===== src/rtl/imem_stream_loader_if.sv =====
// Byte-stream input and instruction-memory write side of the boot loader.
// The master modport is the loader; the slave modport is the stream source / memory / core.
interface imem_stream_loader_if #(
  parameter int ADDR_W = 8
);
  logic              byte_valid;
  logic [7:0]        byte_data;
  logic              byte_ready;
  logic              im_we;
  logic [ADDR_W-1:0] im_address;
  logic [31:0]       im_d;
  logic              cpu_hold;
  logic              load_done;
  logic              load_err;
  logic [15:0]       words_loaded;

  modport master (
    input  byte_valid,
    input  byte_data,
    output byte_ready,
    output im_we,
    output im_address,
    output im_d,
    output cpu_hold,
    output load_done,
    output load_err,
    output words_loaded
  );

  modport slave (
    output byte_valid,
    output byte_data,
    input  byte_ready,
    input  im_we,
    input  im_address,
    input  im_d,
    input  cpu_hold,
    input  load_done,
    input  load_err,
    input  words_loaded
  );
endinterface


===== src/rtl/imem_stream_loader.sv =====
// Boot-time instruction memory writer: frames a byte stream as
// {len[15:0], len x 32-bit words MSB first, xor checksum} and releases the core when it verifies.
module imem_stream_loader #(
  parameter int ADDR_W = 8,
  parameter int DEPTH  = 256
) (
  input  logic                 clk,
  input  logic                 rst,
  imem_stream_loader_if.master bus
);

  localparam logic [2:0] S_LEN_HI = 3'd0;
  localparam logic [2:0] S_LEN_LO = 3'd1;
  localparam logic [2:0] S_DATA   = 3'd2;
  localparam logic [2:0] S_CSUM   = 3'd3;
  localparam logic [2:0] S_DONE   = 3'd4;
  localparam logic [2:0] S_ERR    = 3'd5;

  localparam logic [16:0] DEPTH_L = 17'(DEPTH);

  // A length above the address space would silently wrap the write address.
  if ((DEPTH > (2 ** ADDR_W)) || (ADDR_W > 16) || (DEPTH < 1)) begin : g_cfg_err
    $error("imem_stream_loader: DEPTH must be 1..2**ADDR_W and ADDR_W <= 16");
  end

  logic [2:0]        state_q;
  logic [2:0]        state_nxt;
  logic [15:0]       len_q;
  logic [15:0]       len_cand;
  logic [1:0]        idx_q;
  logic [7:0]        csum_q;
  logic [23:0]       word_p0;
  logic [15:0]       words_loaded_q;
  logic              byte_ready_q;
  logic              vld_p1;
  logic [ADDR_W-1:0] addr_p1;
  logic [31:0]       data_p1;
  logic              cpu_hold_q;
  logic              load_done_q;
  logic              load_err_q;
  logic              accept;
  logic              last_word;

  assign accept    = bus.byte_valid & byte_ready_q;
  assign len_cand  = {len_q[15:8], bus.byte_data};
  assign last_word = (words_loaded_q + 16'd1) == len_q;

  always_comb begin
    state_nxt = state_q;
    if (accept) begin
      case (state_q)
        S_LEN_HI: state_nxt = S_LEN_LO;
        S_LEN_LO: begin
          if ({1'b0, len_cand} > DEPTH_L) state_nxt = S_ERR;
          else if (len_cand == 16'd0)     state_nxt = S_CSUM;
          else                            state_nxt = S_DATA;
        end
        S_DATA:   if ((idx_q == 2'd3) && last_word) state_nxt = S_CSUM;
        S_CSUM:   state_nxt = (bus.byte_data == csum_q) ? S_DONE : S_ERR;
        default:  state_nxt = state_q;
      endcase
    end
  end

  // p0: framing state, length capture, checksum and byte index
  always_ff @(posedge clk or posedge rst) begin
    if (rst) begin
      state_q      <= S_LEN_HI;
      len_q        <= 16'd0;
      idx_q        <= 2'd0;
      csum_q       <= 8'd0;
      byte_ready_q <= 1'b0;
      cpu_hold_q   <= 1'b1;
      load_done_q  <= 1'b0;
      load_err_q   <= 1'b0;
    end else begin
      state_q      <= state_nxt;
      byte_ready_q <= (state_nxt != S_DONE) && (state_nxt != S_ERR);
      cpu_hold_q   <= (state_nxt != S_DONE);
      load_done_q  <= (state_nxt == S_DONE);
      load_err_q   <= (state_nxt == S_ERR);
      if (accept) begin
        case (state_q)
          S_LEN_HI: len_q[15:8] <= bus.byte_data;
          S_LEN_LO: len_q[7:0]  <= bus.byte_data;
          S_DATA: begin
            csum_q <= csum_q ^ bus.byte_data;
            idx_q  <= idx_q + 2'd1;
          end
          default: ;
        endcase
      end
    end
  end

  // Partial word only needs the three earlier bytes; the fourth goes straight to the write.
  always_ff @(posedge clk) begin
    if (accept && (state_q == S_DATA)) begin
      word_p0 <= {word_p0[15:0], bus.byte_data};
    end
  end

  // p1: one-cycle memory write strobe with its address and data
  always_ff @(posedge clk or posedge rst) begin
    if (rst) begin
      vld_p1         <= 1'b0;
      addr_p1        <= '0;
      data_p1        <= 32'd0;
      words_loaded_q <= 16'd0;
    end else begin
      vld_p1 <= 1'b0;
      if (accept && (state_q == S_DATA) && (idx_q == 2'd3)) begin
        vld_p1         <= 1'b1;
        addr_p1        <= words_loaded_q[ADDR_W-1:0];
        data_p1        <= {word_p0, bus.byte_data};
        words_loaded_q <= words_loaded_q + 16'd1;
      end
    end
  end

  assign bus.byte_ready   = byte_ready_q;
  assign bus.im_we        = vld_p1;
  assign bus.im_address   = addr_p1;
  assign bus.im_d         = data_p1;
  assign bus.cpu_hold     = cpu_hold_q;
  assign bus.load_done    = load_done_q;
  assign bus.load_err     = load_err_q;
  assign bus.words_loaded = words_loaded_q;

endmodule

===== src/flat_wrapper.sv =====
// flat-port wrapper written by rule: the top's interface ports become plain ports
module imem_stream_loader_flat 
#(
  parameter int ADDR_W = 8,
  parameter int DEPTH  = 256
)
  (clk, rst, bus_byte_valid, bus_byte_data, bus_byte_ready, bus_im_we, bus_im_address, bus_im_d, bus_cpu_hold, bus_load_done, bus_load_err, bus_words_loaded);
  imem_stream_loader_if #(.ADDR_W(ADDR_W)) bus_i ();
  input  logic clk;
  input  logic rst;
  input wire logic [$bits(bus_i.byte_valid)-1:0] bus_byte_valid;
  input wire logic [$bits(bus_i.byte_data)-1:0] bus_byte_data;
  output wire logic [$bits(bus_i.byte_ready)-1:0] bus_byte_ready;
  output wire logic [$bits(bus_i.im_we)-1:0] bus_im_we;
  output wire logic [$bits(bus_i.im_address)-1:0] bus_im_address;
  output wire logic [$bits(bus_i.im_d)-1:0] bus_im_d;
  output wire logic [$bits(bus_i.cpu_hold)-1:0] bus_cpu_hold;
  output wire logic [$bits(bus_i.load_done)-1:0] bus_load_done;
  output wire logic [$bits(bus_i.load_err)-1:0] bus_load_err;
  output wire logic [$bits(bus_i.words_loaded)-1:0] bus_words_loaded;
  assign bus_i.byte_valid = bus_byte_valid;
  assign bus_i.byte_data = bus_byte_data;
  assign bus_byte_ready = bus_i.byte_ready;
  assign bus_im_we = bus_i.im_we;
  assign bus_im_address = bus_i.im_address;
  assign bus_im_d = bus_i.im_d;
  assign bus_cpu_hold = bus_i.cpu_hold;
  assign bus_load_done = bus_i.load_done;
  assign bus_load_err = bus_i.load_err;
  assign bus_words_loaded = bus_i.words_loaded;
  imem_stream_loader #(.ADDR_W(ADDR_W), .DEPTH(DEPTH)) u_core (.clk(clk), .rst(rst), .bus(bus_i));
endmodule

===== config.mk =====
export PLATFORM = sky130hd
export DESIGN_NAME = imem_stream_loader_flat
export DESIGN_NICKNAME = d
export VERILOG_FILES = /design/src/rtl/imem_stream_loader_if.sv /design/src/rtl/imem_stream_loader.sv /design/src/flat_wrapper.sv
export SDC_FILE = /design/constraint.sdc
export NUM_CORES = 1
export LEC_CHECK = 0
export CAP_MARGIN = 20
export CORE_MARGIN = 4
export CORE_UTILIZATION = 58
export DETAILED_ROUTE_END_ITERATION = 10
export GPL_ROUTABILITY_DRIVEN = 1
export GPL_TIMING_DRIVEN = 0
export PLACE_DENSITY = 0.84
export SETUP_SLACK_MARGIN = 0.15
export SLEW_MARGIN = 30
export SYNTH_ARGS = -nofsm -noshare
export SYNTH_HDL_FRONTEND = slang
export SYNTH_SLANG_ARGS = --single-unit

===== constraint.sdc =====
create_clock -name clk -period 7.5 [get_ports clk]
set_input_delay 0.75 -clock clk [delete_from_list [all_inputs] [get_ports clk]]
set_output_delay 0.75 -clock clk [all_outputs]
set_load 0.03 [all_outputs]

==> summary.md <==
| Metric | Value |
|---|---|
| Main synth FF type | dfrtp_1 |
| Syn Nets | 369 |
| Max Root-Sink Buffers | 2 |
| Boundary pin count | 72 |
| Worst skew pair latency | 0.51 ns |
| Synthesized area | 4920 um^2 |
| Number of detailed-route iterations in the first pass | 5 |
| Count leader, synth | dfrtp_1 |
| First-pass GRT wire length | 17.0 mm |
| Final period util | 0.347 |
| Synth top cells by count | 89 x dfrtp_1, 59 x mux2_2, 29 x xnor2_1, 24 x edfxtp_1, 23 x xor2_1 |
| Diode count | 0 |
| Vias | 3193 |
| Worst reg2reg path depth | 8 |
| Largest area contributor in the netlist | dfrtp_1 |
| Worst Hold Class | flip-flop to flip-flop |
| Yosys reg bits | 114 |
| Area fraction of the dominant cell type after synthesis | 0.452 |
| WP data arrival | 3.02 ns |
| DRT iter0 DRCs | 246 |
| Final Non-Filler Cells | 565 |
| Post-synth EDFFs | 24 |
| Post-CTS Setup Bufs | 0 |
| Cell Rows | 33 |
| Post-layout instance area | 6360 um^2 |
| Max FO, Critical Path | 33 |
| DIE HEIGHT | 100 um |
| Max H-tree Level | 4 |
| Die area | 10000 um^2 |
| Cell count after synthesis | 356 |
| Remaining DRCs | 0 |
| Clk slew on worst S/H paths | 0.06 ns |
| Core area | 8260 um^2 |
| Slew @ Worst Pin | 0.732 ns |
| Synthesis-to-finish area growth | 29.1% |
| Setup_tns | 0 ns |
| Cts repair resizes | 0 |
| Tot GR Track Use | 0.222 |
| Initial antenna violation count | 0 |
| Wirelength per Cell | 18.0 um |
| Max IR drop VDD | 0.000242 V |
| RSZ-0062 raised after global routing | no |
| Syn Area/Cell | 13.8 um^2 |
| WL final | 10.2 mm |
| Pwr dens | 270 nW/um^2 |
| # setup viols final | 0 |
| Hold_ws | 0.446 ns |
| Synth async-reset ratio | 0.789 |
| Root buf cell | clkbuf_8 |
| Final net count | 460 |
| Largest net degree at the start of global routing | 69 |
| Worst EP required | 7.92 ns |
| Die X-Extent | 100 um |
| Layout cells sized above 1 | 0.270 |
| Sequential fraction of the synthesis area | 0.604 |
| Fmax | 385 MHz |
| Post-detail-place hpwl | 6.71 mm |
| Vias/cell | 5.65 |
| # port buffers | 71 |
| Slew Viols, Final | 0 |
| Initial Utilization | 0.596 |
| Layout Utilization | 0.770 |
| Slew margin rel. | 0.512 |
| Clk_skew | 0.00835 ns |
| Fin. Hold Viols | 0 |
| Status | finished clean |
| CTS Sinks | 114 |
| YS warnings | 0 |
| Hold Path Cell Cnt | 0 |
| Grt ovf | 0 |
| GP Congestion | 0.945 |
| Clock buffer count from CTS | 17 |
| Post-DP Area | 5800 um^2 |
| Synth cell types | 47 |
| Leakage | 2.76 nW |
| Top post-synthesis cells by area | dfrtp_1 45%, edfxtp_1 15%, mux2_2 13% |
| CTS tree | yes |
| Final min period | 2.60 ns |
| ANT nets after route | 0 |
| Placed cell count | 533 |
| Crit start category | input port |
| Number of global-route vias before repair | 3283 |
| Worst setup EP type | flip-flop |
| Worst setup path category | input port to flip-flop |
| Max_cap viols | 0 |
| Cts-stage hold buffer count | 0 |
## through the flow
stage,setup slack (ns),power [mW]
6_report,4.90,1.72
5_1_grt,4.81,1.79
4_1_cts,4.92,1.73
3_5_place_dp,4.39,0.985
3_3_place_gp,3.03,0.975
2_1_floorplan,4.42,0.915
## power breakdown
part           switching, mW  internal (mW)
registers             0.0506          0.693
logic                  0.119          0.115
clock network          0.306          0.435
total                  0.476           1.24
## kinds of logic (layout without fill, tap and decap cells)
family | count (synthesis) | count (layout) | share of synthesized area
buffers and inverters | 22 | 126 | 0.0254
adders and majority gates | 2 | 2 | 0.00508
DFF | 114 | 114 | 0.604
and+or+nand+nor | 83 | 83 | 0.101
muxes | 59 | 59 | 0.135
AOI/OAI and AO/OA | 24 | 24 | 0.0371
xor gates and xnor gates | 52 | 52 | 0.0925
## layout make-up
type | count | area [um^2]
plain buffers | 19 | 114
clock buffers | 18 | 439
clock inverters | 14 | 118
fillers | 500 | 1900
inverters | 3 | 16.3
multi-input cells | 220 | 1830
flip-flops and latches | 114 | 2970
well taps | 105 | 131
repair buffers | 72 | 738
## critical path: stages
cell and delay (ns):
clkdlybuf4s50_1 0.47, nand2_1 0.14, or2_1 0.29, nor3b_1 0.32, buf_2 0.66, nand2_1 0.17
xnor2_1 0.21
## worst paths after layout
| check | from | to | slack, ns |
|---|---|---|---|
| setup / recovery | bus_byte_valid | u_core.csum_q[6]$_DFFE_PP0P_ | 4.90 |
| hold / removal | u_core.word_p0[0]$_DFFE_PP_ | u_core.word_p0[8]$_DFFE_PP_ | 0.45 |
| setup reg to reg | u_core.bus.words_loaded[0]$_DFFE_PP0P_ | u_core.bus.load_err$_DFF_PP0_ | 5.15 |
| hold reg to reg | u_core.word_p0[0]$_DFFE_PP_ | u_core.word_p0[8]$_DFFE_PP_ | 0.45 |
| max in group asynchronous | rst | u_core.bus.cpu_hold$_DFF_PP1_ | 6.30 |
| min in group asynchronous | rst | u_core.bus.words_loaded[11]$_DFFE_PP0P_ | 0.56 |
## sequential cells by signal, indices dropped and copies added (netlist names)
| name | count |
|---|---|
| u_core.len_q | 16 |
| u_core.bus.words_loaded | 16 |
| u_core.word_p0 | 24 |
| u_core.idx_q | 2 |
| u_core.bus.im_d | 32 |
| u_core.bus.load_done | 1 |
| u_core.state_q | 3 |
| u_core.csum_q | 8 |
| u_core.bus.im_address | 8 |
| u_core.bus.byte_ready | 1 |
| u_core.bus.im_we | 1 |
| u_core.bus.cpu_hold | 1 |
| u_core.bus.load_err | 1 |
## metal layers
layer / vias to the layer above / routed length, um / GRT usage
met5: - / 0 / 0
met4: 0 / 244 / 0.0953
met3: 22 / 505 / 0.0535
met2: 111 / 4960 / 0.343
met1: 1604 / 4460 / 0.303
li1: 1456 / - / -
## cells in the final DEF (no fill, tap or decap), types with 3 or more instances in the layout
cell type        netlist  routed
clkdlybuf4s50_1        0      71
edfxtp_1              24      24
nand4_1                9       9
a311oi_1               3       3
nand2_1               18      18
clkbuf_16              0      17
o21ai_0                4       4
nor3_1                 3       3
xor2_1                23      23
xnor2_1               29      29
mux2_2                59      59
nor4_2                 4       4
nand2b_1               3       3
inv_6                  0       7
buf_4                  3       3
nor2_1                13      13
nand3_1                9       9
buf_2                 13      13
and4_1                 3       3
a21oi_1                3       3
and3_1                 3       3
dfrtp_1               89      89
nor4_1                 4       4
Note: power is estimated with default switching activity, not from simulation.
